$ cat src/rtl/automaton_pkg.sv
// Shared types and helpers for the cellular-automaton grid engine.
package automaton_pkg;

   localparam int RULE_W = 32;

   typedef enum logic [2:0] {
      IDLE,
      LOAD_N,
      LOAD_C,
      LOAD_S,
      WRITE,
      SHIFT,
      DONE
   } state_t;

   // Neighbourhood index into the rule table, N is the MSB.
   function automatic logic [4:0] rule_idx(input logic n, input logic w, input logic c,
                                           input logic e, input logic s);
      return {n, w, c, e, s};
   endfunction

endpackage

$ cat src/rtl/automaton_line_buf.sv
// One world row held on chip: per-column capture from the world bus, or parallel load.
module automaton_line_buf #(
   parameter int COLS  = 64,
   parameter int COL_W = $clog2(COLS)
) (
   input  logic             clk,
   input  logic             bit_we,
   input  logic [COL_W-1:0] bit_idx,
   input  logic             bit_val,
   input  logic             par_we,
   input  logic [COLS-1:0]  par_val,
   output logic [COLS-1:0]  q
);

   // No reset: contents are always loaded before they are used.
   always_ff @(posedge clk) begin
      if (par_we)
         q <= par_val;
      else if (bit_we)
         q[bit_idx] <= bit_val;
   end

endmodule

$ cat src/rtl/automaton_grid_engine.sv
// Next-generation engine for a 5-neighbour cellular automaton over an external ROWS x COLS world.
// Define AUTOMATON_TORUS_EN for wrap-around edges (adds the LOAD_N pass and the tbuf copy of row 0).
//
// state  | meaning
// IDLE   | waiting for start; rule latched on accept
// LOAD_N | torus only: read row ROWS-1 into nbuf
// LOAD_C | read row 0 into cbuf (and tbuf in torus mode)
// LOAD_S | read row r+1 into sbuf
// WRITE  | write COLS new cells of row r
// SHIFT  | slide nbuf/cbuf/sbuf down one row, advance r
// DONE   | update_done pulse, back to IDLE
module automaton_grid_engine
   import automaton_pkg::*;
#(
   parameter int ROWS  = 64,
   parameter int COLS  = 64,
   parameter int ROW_W = $clog2(ROWS),
   parameter int COL_W = $clog2(COLS)
) (
   input  logic              clk,
   input  logic              rst,
   input  logic              start,
   input  logic [RULE_W-1:0] rule,
   output logic              busy,
   output logic [ROW_W-1:0]  row,
   output logic [COL_W-1:0]  col,
   output logic              world_we,
   input  logic              world_in,
   output logic              world_out,
   output logic              update_done
);

   localparam logic [ROW_W-1:0] ROW_LAST = ROW_W'(ROWS - 1);
   localparam logic [COL_W-1:0] COL_LAST = COL_W'(COLS - 1);

   state_t            state;
   logic [RULE_W-1:0] rule_q;
   logic [ROW_W-1:0]  r_q;
   logic [COLS-1:0]   nbuf, cbuf, sbuf, edge_row;
   logic              accept, shift_on, last_next;
   logic              n_bit_we, n_par_we;
   logic [COLS-1:0]   n_par_val;
   logic              wrap_w, wrap_e, nb_w, nb_e;

   assign accept    = (state == IDLE) && start;
   assign shift_on  = (state == SHIFT);
   assign last_next = ((r_q + ROW_W'(1)) == ROW_LAST);

`ifdef AUTOMATON_TORUS_EN
   logic [COLS-1:0] tbuf;

   automaton_line_buf #(.COLS(COLS), .COL_W(COL_W)) u_tbuf (
      .clk(clk), .bit_we(state == LOAD_C), .bit_idx(col), .bit_val(world_in),
      .par_we(1'b0), .par_val('0), .q(tbuf)
   );

   assign n_bit_we  = (state == LOAD_N);
   assign n_par_we  = shift_on;
   assign n_par_val = cbuf;
   assign edge_row  = tbuf;
   assign wrap_w    = cbuf[COLS-1];
   assign wrap_e    = cbuf[0];
`else
   // Row -1 reads as zero: nbuf is cleared when a generation is accepted.
   assign n_bit_we  = 1'b0;
   assign n_par_we  = shift_on || accept;
   assign n_par_val = shift_on ? cbuf : '0;
   assign edge_row  = '0;
   assign wrap_w    = 1'b0;
   assign wrap_e    = 1'b0;
`endif

   automaton_line_buf #(.COLS(COLS), .COL_W(COL_W)) u_nbuf (
      .clk(clk), .bit_we(n_bit_we), .bit_idx(col), .bit_val(world_in),
      .par_we(n_par_we), .par_val(n_par_val), .q(nbuf)
   );

   automaton_line_buf #(.COLS(COLS), .COL_W(COL_W)) u_cbuf (
      .clk(clk), .bit_we(state == LOAD_C), .bit_idx(col), .bit_val(world_in),
      .par_we(shift_on), .par_val(sbuf), .q(cbuf)
   );

   // Entering the last row there is no LOAD_S pass; sbuf takes the edge row instead.
   automaton_line_buf #(.COLS(COLS), .COL_W(COL_W)) u_sbuf (
      .clk(clk), .bit_we(state == LOAD_S), .bit_idx(col), .bit_val(world_in),
      .par_we(shift_on && last_next), .par_val(edge_row), .q(sbuf)
   );

   always_comb begin
      nb_w      = (col == '0)       ? wrap_w : cbuf[col - COL_W'(1)];
      nb_e      = (col == COL_LAST) ? wrap_e : cbuf[col + COL_W'(1)];
      world_out = rule_q[rule_idx(nbuf[col], nb_w, cbuf[col], nb_e, sbuf[col])];
   end

   always_ff @(posedge clk) begin
      if (rst) begin
         state       <= IDLE;
         busy        <= 1'b0;
         update_done <= 1'b0;
         world_we    <= 1'b0;
         row         <= '0;
         col         <= '0;
         r_q         <= '0;
         rule_q      <= '0;
      end else begin
         update_done <= 1'b0;
         case (state)
            IDLE: begin
               if (start) begin
                  rule_q <= rule;
                  r_q    <= '0;
                  busy   <= 1'b1;
                  col    <= '0;
`ifdef AUTOMATON_TORUS_EN
                  row    <= ROW_LAST;
                  state  <= LOAD_N;
`else
                  row    <= '0;
                  state  <= LOAD_C;
`endif
               end
            end
`ifdef AUTOMATON_TORUS_EN
            LOAD_N: begin
               if (col == COL_LAST) begin
                  col   <= '0;
                  row   <= '0;
                  state <= LOAD_C;
               end else
                  col <= col + COL_W'(1);
            end
`endif
            LOAD_C: begin
               if (col == COL_LAST) begin
                  col   <= '0;
                  row   <= ROW_W'(1);
                  state <= LOAD_S;
               end else
                  col <= col + COL_W'(1);
            end
            LOAD_S: begin
               if (col == COL_LAST) begin
                  col      <= '0;
                  row      <= r_q;
                  world_we <= 1'b1;
                  state    <= WRITE;
               end else
                  col <= col + COL_W'(1);
            end
            WRITE: begin
               if (col == COL_LAST) begin
                  world_we <= 1'b0;
                  state    <= SHIFT;
               end else
                  col <= col + COL_W'(1);
            end
            SHIFT: begin
               if (r_q == ROW_LAST) begin
                  busy        <= 1'b0;
                  update_done <= 1'b1;
                  state       <= DONE;
               end else begin
                  r_q <= r_q + ROW_W'(1);
                  col <= '0;
                  if (last_next) begin
                     row      <= r_q + ROW_W'(1);
                     world_we <= 1'b1;
                     state    <= WRITE;
                  end else begin
                     row   <= r_q + ROW_W'(2);
                     state <= LOAD_S;
                  end
               end
            end
            DONE:    state <= IDLE;
            default: state <= IDLE;
         endcase
      end
   end

endmodule
$ cat config.mk
export PLATFORM = sky130hd
export DESIGN_NAME = automaton_grid_engine
export DESIGN_NICKNAME = d
export VERILOG_FILES = /design/src/rtl/automaton_pkg.sv /design/src/rtl/automaton_line_buf.sv /design/src/rtl/automaton_grid_engine.sv
export SDC_FILE = /design/constraint.sdc
export NUM_CORES = 1
export LEC_CHECK = 0
export CAP_MARGIN = 20
export CORE_MARGIN = 4
export CORE_UTILIZATION = 23
export DETAILED_ROUTE_END_ITERATION = 8
export GPL_TIMING_DRIVEN = 0
export PLACE_DENSITY = 0.44
export RECOVER_POWER = 100
export SLEW_MARGIN = 20
export SYNTH_ARGS = -nofsm -noshare
export SYNTH_HDL_FRONTEND = slang
export SYNTH_SLANG_ARGS = --single-unit
$ cat constraint.sdc
create_clock -name clk -period 12.58 [get_ports clk]
set_input_delay 2.516 -clock clk [delete_from_list [all_inputs] [get_ports clk]]
set_output_delay 2.516 -clock clk [all_outputs]
set_load 0.02 [all_outputs]
==> results by group, run 1 <==
Run status
  • Outcome: finished with violations
  • Failing checks: capacitance limit, slew limit

Synth
  • Net Count, Synth: 1469
  • Number of enable flip-flop cells after synthesis: 128
  • Post-Synth Adder-Cell Area: 0.00466
  • Yosys cell types: 61
  • Ys Warns: 0
  • Synth Area in Compound Gates: 0.201
  • Dominant synthesized flop cell: edfxtp_1
  • Combinational family with the most area after synthesis: compound AO/OA/AOI/OAI gates
  • Simple logic cell fraction of the synthesized area: 0.167
  • Post-synthesis cell count: 1428
  • Post-Synth XOR/XNOR Area: 0.00773
  • Mux share of post-synthesis cell area: 0.112
  • Async SR Flop Fraction: 0
  • Syn avg cell area: 9.41 sq um
  • Fraction of the yosys area taken by sequential cells: 0.465
  • Seq cells post-synth: 248
  • Synthesized area: 0.0134 sq mm

STA
  • Final cycle utilization of the critical path: 0.766
  • Tmin final: 9.63 ns
  • Slew margin rel.: -1.10
  • Minimum hold slack: 0.454 ns
  • Tightest Pin Transition: 3.16 ns
  • Setup ws final: 2.95 ns
  • Final Hold Fails: 0
  • Fmax: 104 MHz
  • Slew Viols, Final: 60
  • Clk_skew: 0.0358 ns
  • Setup violations, final: 0
  • RSZ-0062 raised after global routing: false
  • Post-Route Setup TNS: 0 ns

Setup path
  • CP max stage delay: 0.83 ns
  • Slowest CP cell: clkbuf_1
  • Buf/Inv on CP: 6
  • Critical Path Sink Type: primary output
  • Crit-path cells: clkbuf_1 -> clkbuf_1 -> clkbuf_1 -> clkbuf_1 -> nand3b_1 -> clkbuf_1 -> o22ai_1 -> o41ai_1 -> nand3_1 -> or2_2 -> o22a_1 -> o221ai_1 -> dlygate4sd3_1
  • Worst-path fanout max: 10
  • Critical path startpoint category: flip-flop
  • CP most frequent cell: clkbuf_1
  • CP delay by family, top: buffers and inverters
  • WP data arrival: 7.11 ns
  • Worst path required time: 10.06 ns
  • Type of the worst setup path: reg2out

Global routing
  • Vias in the first global route: 12200
  • Pin count of the biggest net entering global routing: 60
  • Initial antenna violation count: 1
  • Total global-route track usage: 0.171
  • Remaining Overflow, GRT: 0
  • First-pass GRT wire length: 81500 um

Final layout
  • Share of cells above drive strength 1: 0.0816
  • FILL cells: 6209
  • Final #Nets: 1550
  • FF/Latch Area: 0.00625 sq mm
  • Area Overhead vs Synth: 18.3%
  • Inserted Diodes: 0
  • Area of the multi-input gates: 0.00662 sq mm

Pwr
  • Leak Pwr: 5.30 nW
  • PD cells: 124 mW/mm^2
  • Max VDD drop: 107 uV

Placed design
  • Buffers on Ports: 49
  • DP HPWL: 42300 um
  • Pre-CTS WS: 4.63 ns
  • Gp weighted congestion: 0.950

Floorplanning
  • Initial core utilization: 0.232
  • Top Ports: 52
  • Area of the core: 0.0578 sq mm
  • Die ar.: 0.0623 sq mm
  • Die extent in y: 250 um
  • Row cnt: 88
  • Die X: 250 um

Clock network
  • Clock Pin Slew Worst Setup and Hold Paths: 0.06 ns
  • CTS tree: built
  • Clk Latency, worst-skew pair: 0.59 ns
  • Post-cts sizing count: 0
  • TritonCTS sink count: 248
  • Max Root-Sink Buffers: 3
  • Clk root buf: clkbuf_16
  • CTS buffer count: 29
  • Clock H-tree levels: 1
  • Post-CTS Setup Repair Bufs: 0
  • CTS Hold Bufs: 0

Routing
  • DR iter-0 viols: 1413
  • Post-DRT Antenna Nets: 0
  • DRC: 0
  • DR WL/cell: 24.3 um
  • Drt total wl: 55700 um
  • Drt pass-1 iters: 5
  • Via total after detailed routing: 12300
  • Vias per inst: 5.35

Hold path
  • Hold WC Path Type: reg2reg

Job
  • Max-Cap Viols: 1
-- worst register-to-register path, delay by kind of cell (launching register included) --
kind	cells	cell delay [ns]
buffers and inverters	6	3.31
flip-flops	1	0.35
AO/OA/AOI/OAI	1	0.16
AND/OR/NAND/NOR	3	1.65
-- layout make-up --
cell class              instances  area share
clock inverters                20      0.0172
multi-input cells            1042       0.416
clock buffers                  34      0.0469
inverters                       8     0.00189
well taps                     765      0.0602
plain buffers                 130      0.0334
repair buffers                 50      0.0311
flip-flops and latches        248       0.393
-- cells in the final DEF, fill, tap and decap left out, types with 5 or more instances in the layout --
cell type and n:
o21ai_0 189, nand2_1 173, a21oi_1 131, edfxtp_1 128
dfxtp_1 120, clkbuf_1 112, nand3_1 76, nor2_1 72
and3_1 72, o22ai_1 52, mux2i_1 48, mux4_2 39
clkdlybuf4s50_1 32, clkbuf_16 29, a22o_1 18, dlygate4sd3_1 17
nand2b_1 13, a22oi_1 11, mux2_2 11, buf_2 10
a31oi_1 10, buf_1 8, inv_1 8, a211oi_1 8
nor3_1 8, o221ai_1 8, clkinv_1 7, bufinv_16 7
nand3b_1 6, a32o_1 6, nor4_1 6, xor2_1 6
a221oi_1 6, nor3b_1 5, ha_1 5
-- stage by stage --
step                      instances  utilization  power (mW)  instance area (sq um)
final                          2297        0.275        1.97                  15900
after global routing           2297        0.275        2.02                  15900
after CTS                      2297        0.276        1.98                  15900
after detailed placement       2243        0.258        1.06                  14900
after global placement         2242        0.257        1.06                  14900
after floorplan                1428            -        1.00                  13400
-- logic make-up after synthesis --
logic type               Yosys count
flip-flops                       248
AND/OR/NAND/NOR                  462
AO/OA/AOI/OAI                    464
XOR/XNOR                          11
multiplexers                     100
adder cells (fa/ha/maj)            5
buffers and inverters            138
-- power by group --
group          switching [mW]  total (mW)  internal [mW]
Clock                   0.360       0.924          0.564
Combinational           0.102       0.175         0.0732
Sequential            0.00690       0.868          0.861
Total                   0.468        1.97           1.50
-- metal layers --
| layer | track usage | up-vias | wire, um |
|---|---|---|---|
| met3 | 0.0229 | 109 | 3840 |
| met1 | 0.235 | 6125 | 24400 |
| met4 | 0.0591 | 0 | 2120 |
| met5 | 0 | - | 0 |
| li1 | - | 5524 | - |
| met2 | 0.277 | 528 | 25400 |
-- worst paths after layout --
check                                from                        end  slack (ns)  cells past startpoint
setup / recovery      col[2]$_SDFFE_PP0P_                  world_out        2.95                     13
hold / removal    rule_q[31]$_SDFFE_PP0P_    rule_q[31]$_SDFFE_PP0P_        0.45                      2
setup reg to reg      col[2]$_SDFFE_PP0P_  u_sbuf.q[21]$_SDFFE_PP0P_        7.05                     10
hold reg to reg   rule_q[31]$_SDFFE_PP0P_    rule_q[31]$_SDFFE_PP0P_        0.45                      2
-- sequential cells by signal, summed over array words and instances, names as in the netlist --
signal,cells
u_sbuf.q,64
u_nbuf.q,64
state,3
col,6
u_cbuf.q,64
r_q,6
update_done,1
rule_q,32
busy,1
row,6
world_we,1
-- Yosys cell counts (4+ instances only) --
master | instances | area share
ha_1 | 5 | 0.0047
or3b_2 | 4 | 0.0026
nor2_1 | 72 | 0.020
dfxtp_1 | 120 | 0.18
or2_2 | 4 | 0.0019
nor3b_1 | 5 | 0.0028
a31oi_1 | 10 | 0.0047
xnor2_1 | 4 | 0.0026
mux2i_1 | 48 | 0.036
a211oi_1 | 8 | 0.0045
clkbuf_1 | 99 | 0.028
and3b_1 | 4 | 0.0026
a22oi_1 | 11 | 0.0061
buf_2 | 15 | 0.0056
nor4_1 | 6 | 0.0028
buf_4 | 5 | 0.0028
nand3b_1 | 6 | 0.0034
a32o_1 | 6 | 0.0045
xor2_1 | 6 | 0.0039
o22ai_1 | 52 | 0.024
inv_1 | 8 | 0.0022
a21oi_1 | 131 | 0.049
or3_1 | 4 | 0.0019
o221ai_1 | 8 | 0.0052
nand3_1 | 76 | 0.028
nand2_1 | 173 | 0.048
mux2_2 | 11 | 0.0092
nor3_1 | 9 | 0.0034
mux4_2 | 39 | 0.065
o21ai_0 | 189 | 0.070
and3_1 | 72 | 0.034
a221oi_1 | 6 | 0.0039
nand2b_1 | 13 | 0.0061
edfxtp_1 | 128 | 0.29
a22o_1 | 18 | 0.012
buf_1 | 8 | 0.0022
No activity file was read; power rests on OpenSTA's default activity.
==> run 2, diff against run 1 <==
Settings changed: PLACE_DENSITY 0.44 to 0.45.
Clock period 12.58 ns to 7.97 ns, I/O delays scaled along.
==> results by group, run 2 (synthesis gave the netlist of run 1 again) <==
Routing
  • Drt total wl: 55200 um (-0.96%)
  • Post-DRT Antenna Nets: 0 (unchanged)
  • DRC: 0 (unchanged)
  • Vias per inst: 5.34 (-0.13%)
  • DR WL/cell: 24.0 um (-0.96%)
  • Via total after detailed routing: 12300 (-0.13%)
  • DR iter-0 viols: 1275 (-9.8%)
  • Drt pass-1 iters: 6 (+1)

Setup path
  • Type of the worst setup path: reg2out
  • Critical Path Sink Type: primary output
  • Critical path startpoint category: flip-flop
  • Worst path required time: 6.38 ns (-3.68 ns)
  • R2r worst-path depth: 7 (-3)
  • WP data arrival: 6.15 ns (-0.96 ns)
  • Worst-path fanout max: 10 (unchanged)

Final layout
  • Post-route design area: 0.0159 sq mm (about the same)
  • Commonest non-fill, non-tap cell in the layout: o21ai_0
  • Final #Nets: 1550 (unchanged)
  • Most frequent cells in the layout: 189 x o21ai_0, 173 x nand2_1, 131 x a21oi_1
  • Share of cells above drive strength 1: 0.0855 (+0.00392)
  • Biggest regs: u_cbuf.q x64, u_nbuf.q x64, u_sbuf.q x64
  • Non-Filler Instances: 2297 (unchanged)
  • Core Util, Final: 0.275 (about the same)
  • Inserted Diodes: 0 (unchanged)
  • Area Overhead vs Synth: 18.2% (about the same)
  • FILL cells: 6210 (+0.016%)

Floorplanning
  • Die extent in y: 250 um (unchanged)
  • Area of the core: 0.0578 sq mm (unchanged)
  • Die X: 250 um (unchanged)
  • Initial core utilization: 0.232 (unchanged)
  • Die ar.: 0.0623 sq mm (unchanged)
  • Row cnt: 88 (unchanged)
  • Top Ports: 52 (unchanged)

STA
  • Setup violations, final: 0 (unchanged)
  • Tightest Pin Transition: 3.07 ns (-0.0829 ns)
  • Final cycle utilization of the critical path: 0.971
  • Clk_skew: 0.0264 ns (-0.00942 ns)
  • Fmax: 129 MHz
  • Tmin final: 7.74 ns
  • RSZ-0062 raised after global routing: false
  • Slew margin rel.: -1.05 (+0.0553)
  • Final Hold Fails: 0 (unchanged)
  • Setup ws final: 0.229 ns (-2.72 ns)
  • Post-Route Setup TNS: 0 ns (unchanged)
  • Slew Viols, Final: 60 (unchanged)

Clock network
  • CTS Hold Bufs: 0 (unchanged)
  • Post-CTS Setup Repair Bufs: 0 (unchanged)
  • Post-cts sizing count: 0 (unchanged)
  • Max Root-Sink Buffers: 3 (unchanged)
  • CTS tree: built
  • Clk root buf: clkbuf_16
  • Clock H-tree levels: 1 (unchanged)
  • Clk Latency, worst-skew pair: 0.58 ns (about the same)
  • CTS buffer count: 29 (unchanged)
  • TritonCTS sink count: 248 (unchanged)
  • Clock Pin Slew Worst Setup and Hold Paths: 0.06 ns (about the same)

Placed design
  • Placed Instances: 2243 (unchanged)
  • Pre-CTS WS: 0.905 ns (-3.73 ns)
  • Post-DP Area: 0.0149 sq mm (unchanged)
  • Gp weighted congestion: 0.965 (+1.6%)
  • Buffers on Ports: 49 (unchanged)
  • DP HPWL: 42000 um (-0.53%)

Pwr
  • Max VDD drop: 145 uV (+36%)
  • Clock power frac: 0.459 (-0.011)
  • Part of the power in combinational logic: 0.091 (+0.002)
  • Switching power: 0.723 mW (+54%)
  • PD cells: 192 mW/mm^2 (+55%)
  • Int Power: 2.32 mW (+55%)
  • Leak Pwr: 5.31 nW (+0.18%)
  • Switching part of the total: 0.238 (-0.000445)
  • Sequential Power Share: 0.450 (+0.009)

Run status
  • Outcome: finished with violations
  • Failing checks: capacitance limit, slew limit

Global routing
  • Vias in the first global route: 12100 (-0.96%)
  • Total global-route track usage: 0.169 (-0.00238)
  • First-pass GRT wire length: 80200 um (-1.6%)
  • Pin count of the biggest net entering global routing: 60 (unchanged)
  • Initial antenna violation count: 0 (-1)
  • Remaining Overflow, GRT: 0 (unchanged)

Hold path
  • Hold Crit Depth: 2 (unchanged)
  • Hold WC Path Type: reg2reg

Job
  • Max-Cap Viols: 1 (unchanged)
[run 2: cell types whose count changed in the layout (fill, tap and decap cells not counted)]
cell / previous run / this run
buf_1: 8 / 7
buf_2: 10 / 9
buf_6: 2 / 3
bufinv_16: 7 / 4
clkbuf_2: 0 / 1
clkbuf_8: 0 / 5
clkinv_1: 7 / 2
clkinv_2: 4 / 5
clkinvlp_4: 1 / 3
[run 2: worst max-delay path, cell delays in order, from the launching register on]
cell	delay (ns)
dfxtp_1	0.32
buf_4	0.19
buf_6	0.16
buf_2	0.25
clkbuf_1	0.30
clkbuf_1	0.37
nand3b_1	0.45
clkbuf_1	0.83
o22ai_1	0.19
nor4_1	0.48
o22ai_1	0.18
a211oi_1	0.33
nand3_1	0.20
or2_2	0.34
o22a_1	0.20
o221ai_1	0.08
dlygate4sd3_1	0.71
[run 2: metal layers]
| metal | wire length, um | up-vias | part of all wire | GRT usage |
|---|---|---|---|---|
| met1 | 24500 | 6082 | 0.44 | 0.232 |
| met3 | 3510 | 115 | 0.063 | 0.0247 |
| met2 | 25100 | 537 | 0.46 | 0.271 |
| li1 | - | 5536 | - | - |
| met4 | 2120 | 0 | 0.038 | 0.0595 |
| met5 | 0 | - | 0 | 0 |
[run 2: area by class of cell]
class	count	area, sq um	share of cell area
Sequential cell	248	6250	0.393
Multi-Input combinational cell	1042	6620	0.417
Clock buffer	39	815	0.0513
Buffer	130	537	0.0338
Inverter	8	30.0	0.00189
Tap cell	765	957	0.0603
Timing Repair Buffer	50	494	0.0311
Clock inverter	15	184	0.0116
[run 2: power by group through the flow]
stage | clock network (mW) | logic (mW) | registers (mW)
after floorplan | 0 | 0.185 | 1.40
after global placement | 0 | 0.277 | 1.40
after detailed placement | 0 | 0.281 | 1.40
after CTS | 1.41 | 0.281 | 1.37
after global routing | 1.46 | 0.298 | 1.37
final | 1.40 | 0.277 | 1.37
[run 2: stage by stage]
| stage | total power, mW | hold WS (ns) |
|---|---|---|
| after floorplan | 1.58 | 0.436 |
| after global placement | 1.67 | 0.444 |
| after detailed placement | 1.68 | 0.446 |
| after CTS | 3.06 | 0.455 |
| after global routing | 3.13 | 0.473 |
| final | 3.04 | 0.453 |
[run 2: path summary, 6_finish.rpt]
check,startpoint,to,slack [ns]
worst max register to register,state[2]$_SDFFE_PP0P_,u_nbuf.q[45]$_SDFFCE_PP0P_,3.19
worst min-delay path,rule_q[29]$_SDFFE_PP0P_,rule_q[29]$_SDFFE_PP0P_,0.45
worst max-delay path,col[2]$_SDFFE_PP0P_,world_out,0.23
worst min register to register,rule_q[29]$_SDFFE_PP0P_,rule_q[29]$_SDFFE_PP0P_,0.45
==> run 3, diff against run 2 <==
--- a/config.mk
+++ b/config.mk
@@ -8,2 +8,3 @@
 export CAP_MARGIN = 20
+export CORE_ASPECT_RATIO = 1.25
 export CORE_MARGIN = 4
--- a/constraint.sdc
+++ b/constraint.sdc
@@ -3,2 +3,2 @@
 set_output_delay 1.594 -clock clk [all_outputs]
-set_load 0.02 [all_outputs]
+set_load 0.01 [all_outputs]
==> results by group, run 3 (synthesis gave the netlist of run 1 again) <==
Pwr
  • PnR Total Power: 2.98 mW (-2.0%)
  • Leak Pwr: 5.28 nW (-0.69%)
  • PD cells: 189 mW/mm^2 (-1.4%)
  • Max VDD drop: 146 uV (+0.34%)

Routing
  • Post-DRT Antenna Nets: 0 (unchanged)
  • Via total after detailed routing: 12200 (-0.25%)
  • Vias per inst: 5.38 (+0.67%)
  • Drt pass-1 iters: 5 (-1)
  • Drt total wl: 56600 um (+2.5%)
  • DR WL/cell: 24.9 um (+3.4%)
  • DRC: 0 (unchanged)
  • DR iter-0 viols: 1002 (-21%)

Final layout
  • Inserted Diodes: 0 (unchanged)
  • FF/Latch Area: 0.00625 sq mm (unchanged)
  • FILL cells: 6118 (-1.5%)
  • Commonest non-fill, non-tap cell in the layout: o21ai_0
  • Share of cells above drive strength 1: 0.0845 (-0.000974)
  • Biggest regs: u_cbuf.q x64, u_nbuf.q x64, u_sbuf.q x64
  • Area Overhead vs Synth: 17.5%
  • Most frequent cells in the layout: 189 x o21ai_0, 173 x nand2_1, 131 x a21oi_1
  • Core Util, Final: 0.274 (-0.000296)
  • Final #Nets: 1548 (-0.13%)
  • Area of the multi-input gates: 0.00662 sq mm (unchanged)

Job
  • Max-Cap Viols: 1 (unchanged)

STA
  • Final Hold Fails: 0 (unchanged)
  • Tightest Pin Transition: 3.05 ns (-0.0274 ns)
  • Clk_skew: 0.0130 ns (-0.0133 ns)
  • Slew margin rel.: -1.03 (+0.0183)
  • Post-Route Setup TNS: 0 ns (unchanged)
  • Slew Viols, Final: 58 (-3.3%)
  • Setup violations, final: 0 (unchanged)
  • Final cycle utilization of the critical path: 0.966 (-0.00543)
  • Minimum hold slack: 0.453 ns (-0.000262 ns)
  • RSZ-0062 raised after global routing: false
  • Tmin final: 7.70 ns (-0.0433 ns)
  • Fmax: 130 MHz (+0.56%)

Setup path
  • R2r worst-path depth: 7 (unchanged)
  • CP delay by family, top: buffers and inverters
  • Type of the worst setup path: reg2out
  • CP most frequent cell: clkbuf_1
  • CP max stage delay: 0.82 ns (about the same)
  • Crit-path cells: buf_4 -> buf_2 -> clkbuf_1 -> or3b_2 -> clkbuf_1 -> clkbuf_1 -> nor2_1 -> o21ai_0 -> nand4_1 -> mux4_2 -> o22a_1 -> o221ai_1 -> clkdlybuf4s50_1
  • Critical Path Sink Type: primary output
  • Worst-path fanout max: 10 (unchanged)
  • FF-to-FF setup slack: 3.17 ns (-0.02 ns)
  • Reg-to-Reg Start: state[2]$_SDFFE_PP0P_
  • Worst path required time: 6.38 ns (about the same)
  • Buf/Inv on CP: 6 (-1)
  • Crit Reg-Reg Endpoint: u_nbuf.q[45]$_SDFFCE_PP0P_
  • Critical path startpoint category: flip-flop
  • WP data arrival: 6.10 ns (-0.05 ns)
  • Slowest CP cell: clkbuf_1

Clock network
  • Clk root buf: clkbuf_16
  • Clock Pin Slew Worst Setup and Hold Paths: 0.06 ns (about the same)
  • CTS buffer count: 28 (-3.4%)
  • TritonCTS sink count: 248 (unchanged)
  • CTS tree: built
  • Post-CTS Setup Repair Bufs: 0 (unchanged)
  • Clk Latency, worst-skew pair: 0.56 ns (-0.02 ns)
  • Clock H-tree levels: 1 (unchanged)
  • Max Root-Sink Buffers: 3 (unchanged)

Hold path
  • Hold Crit Start: rule_q[29]$_SDFFE_PP0P_
  • Hold endpoint: rule_q[29]$_SDFFE_PP0P_
  • Hold WC Path Type: reg2reg
  • Hold Crit Depth: 2 (unchanged)

Placed design
  • Buffers on Ports: 49 (unchanged)
  • DP HPWL: 43500 um (+3.4%)
  • Gp weighted congestion: 1.03 (+6.6%)

Floorplanning
  • Initial core utilization: 0.234 (+0.00120)
  • Die extent in y: 278 um (+11%)
  • Die X: 224 um (-10%)
  • Row cnt: 98 (+11%)
  • Top Ports: 52 (unchanged)
  • Die ar.: 0.0624 sq mm (about the same)
  • Area of the core: 0.0575 sq mm (-0.52%)

Run status
  • Outcome: finished with violations
  • Failing checks: capacitance limit, slew limit

Global routing
  • Remaining Overflow, GRT: 0 (unchanged)
  • First-pass GRT wire length: 82700 um (+3.1%)
  • Initial antenna violation count: 1 (+1)
  • Vias in the first global route: 12500 (+2.8%)
  • Pin count of the biggest net entering global routing: 58 (-3.3%)
  • Total global-route track usage: 0.176 (+0.00706)
## run 3: per-layer routing
metal	track usage	vias to the layer above	part of all wire
met5	0	-	0
met4	0.0941	0	0.060
li1	-	5526	-
met1	0.207	6023	0.38
met2	0.312	534	0.51
met3	0.0201	156	0.054
## run 3: power by group
part	internal [mW]	switching [mW]
Clock	0.774	0.554
Sequential	1.36	0.0111
Combinational	0.117	0.165
Total	2.25	0.731
## run 3: worst max-delay path by stage
| stage | start | to | slack, ns | cells after the start |
|---|---|---|---|---|
| after detailed placement | col[0]$_SDFFE_PP0P_ | world_out | 0.76 | 15 |
| after CTS | col[0]$_SDFFE_PP0P_ | world_out | 0.12 | 15 |
| final | col[0]$_SDFFE_PP0P_ | world_out | 0.27 | 13 |
| after global routing | col[0]$_SDFFE_PP0P_ | world_out | 0.08 | 15 |
| after global placement | col[0]$_SDFFE_PP0P_ | world_out | 0.79 | 15 |
| after floorplan | col[0]$_SDFFE_PP0P_ | world_out | 2.73 | 14 |
## run 3: what timing repair did
action | in CTS | in global routing
gates resized for setup | 0 | 0
hold buffers | 0 | 0
endpoints found under the hold margin | 0 | 0
endpoints found under the setup margin | 0 | 1
## run 3: layout make-up
type                            count  area share
Buffer                            129      0.0338
Multi-Input combinational cell   1042       0.419
Inverter                            8     0.00190
Sequential cell                   248       0.396
Timing Repair Buffer               50      0.0313
Tap cell                          750      0.0595
Clock buffer                       33      0.0482
Clock inverter                     16      0.0102
## run 3: worst reg2reg max path, delay by kind of cell (launching register included)
| kind | cells | cell delay [ns] |
|---|---|---|
| buffers and inverters | 4 | 3.16 |
| DFF | 1 | 0.30 |
| and+or+nand+nor | 3 | 0.83 |
## run 3: stage by stage
step	cell area, sq um	cells	setup WS [ns]
after global placement	14900	2227	0.787
after CTS	15800	2277	0.116
final	15800	2276	0.272
after floorplan	13400	1428	2.73
after detailed placement	14900	2228	0.759
after global routing	15800	2276	0.0774
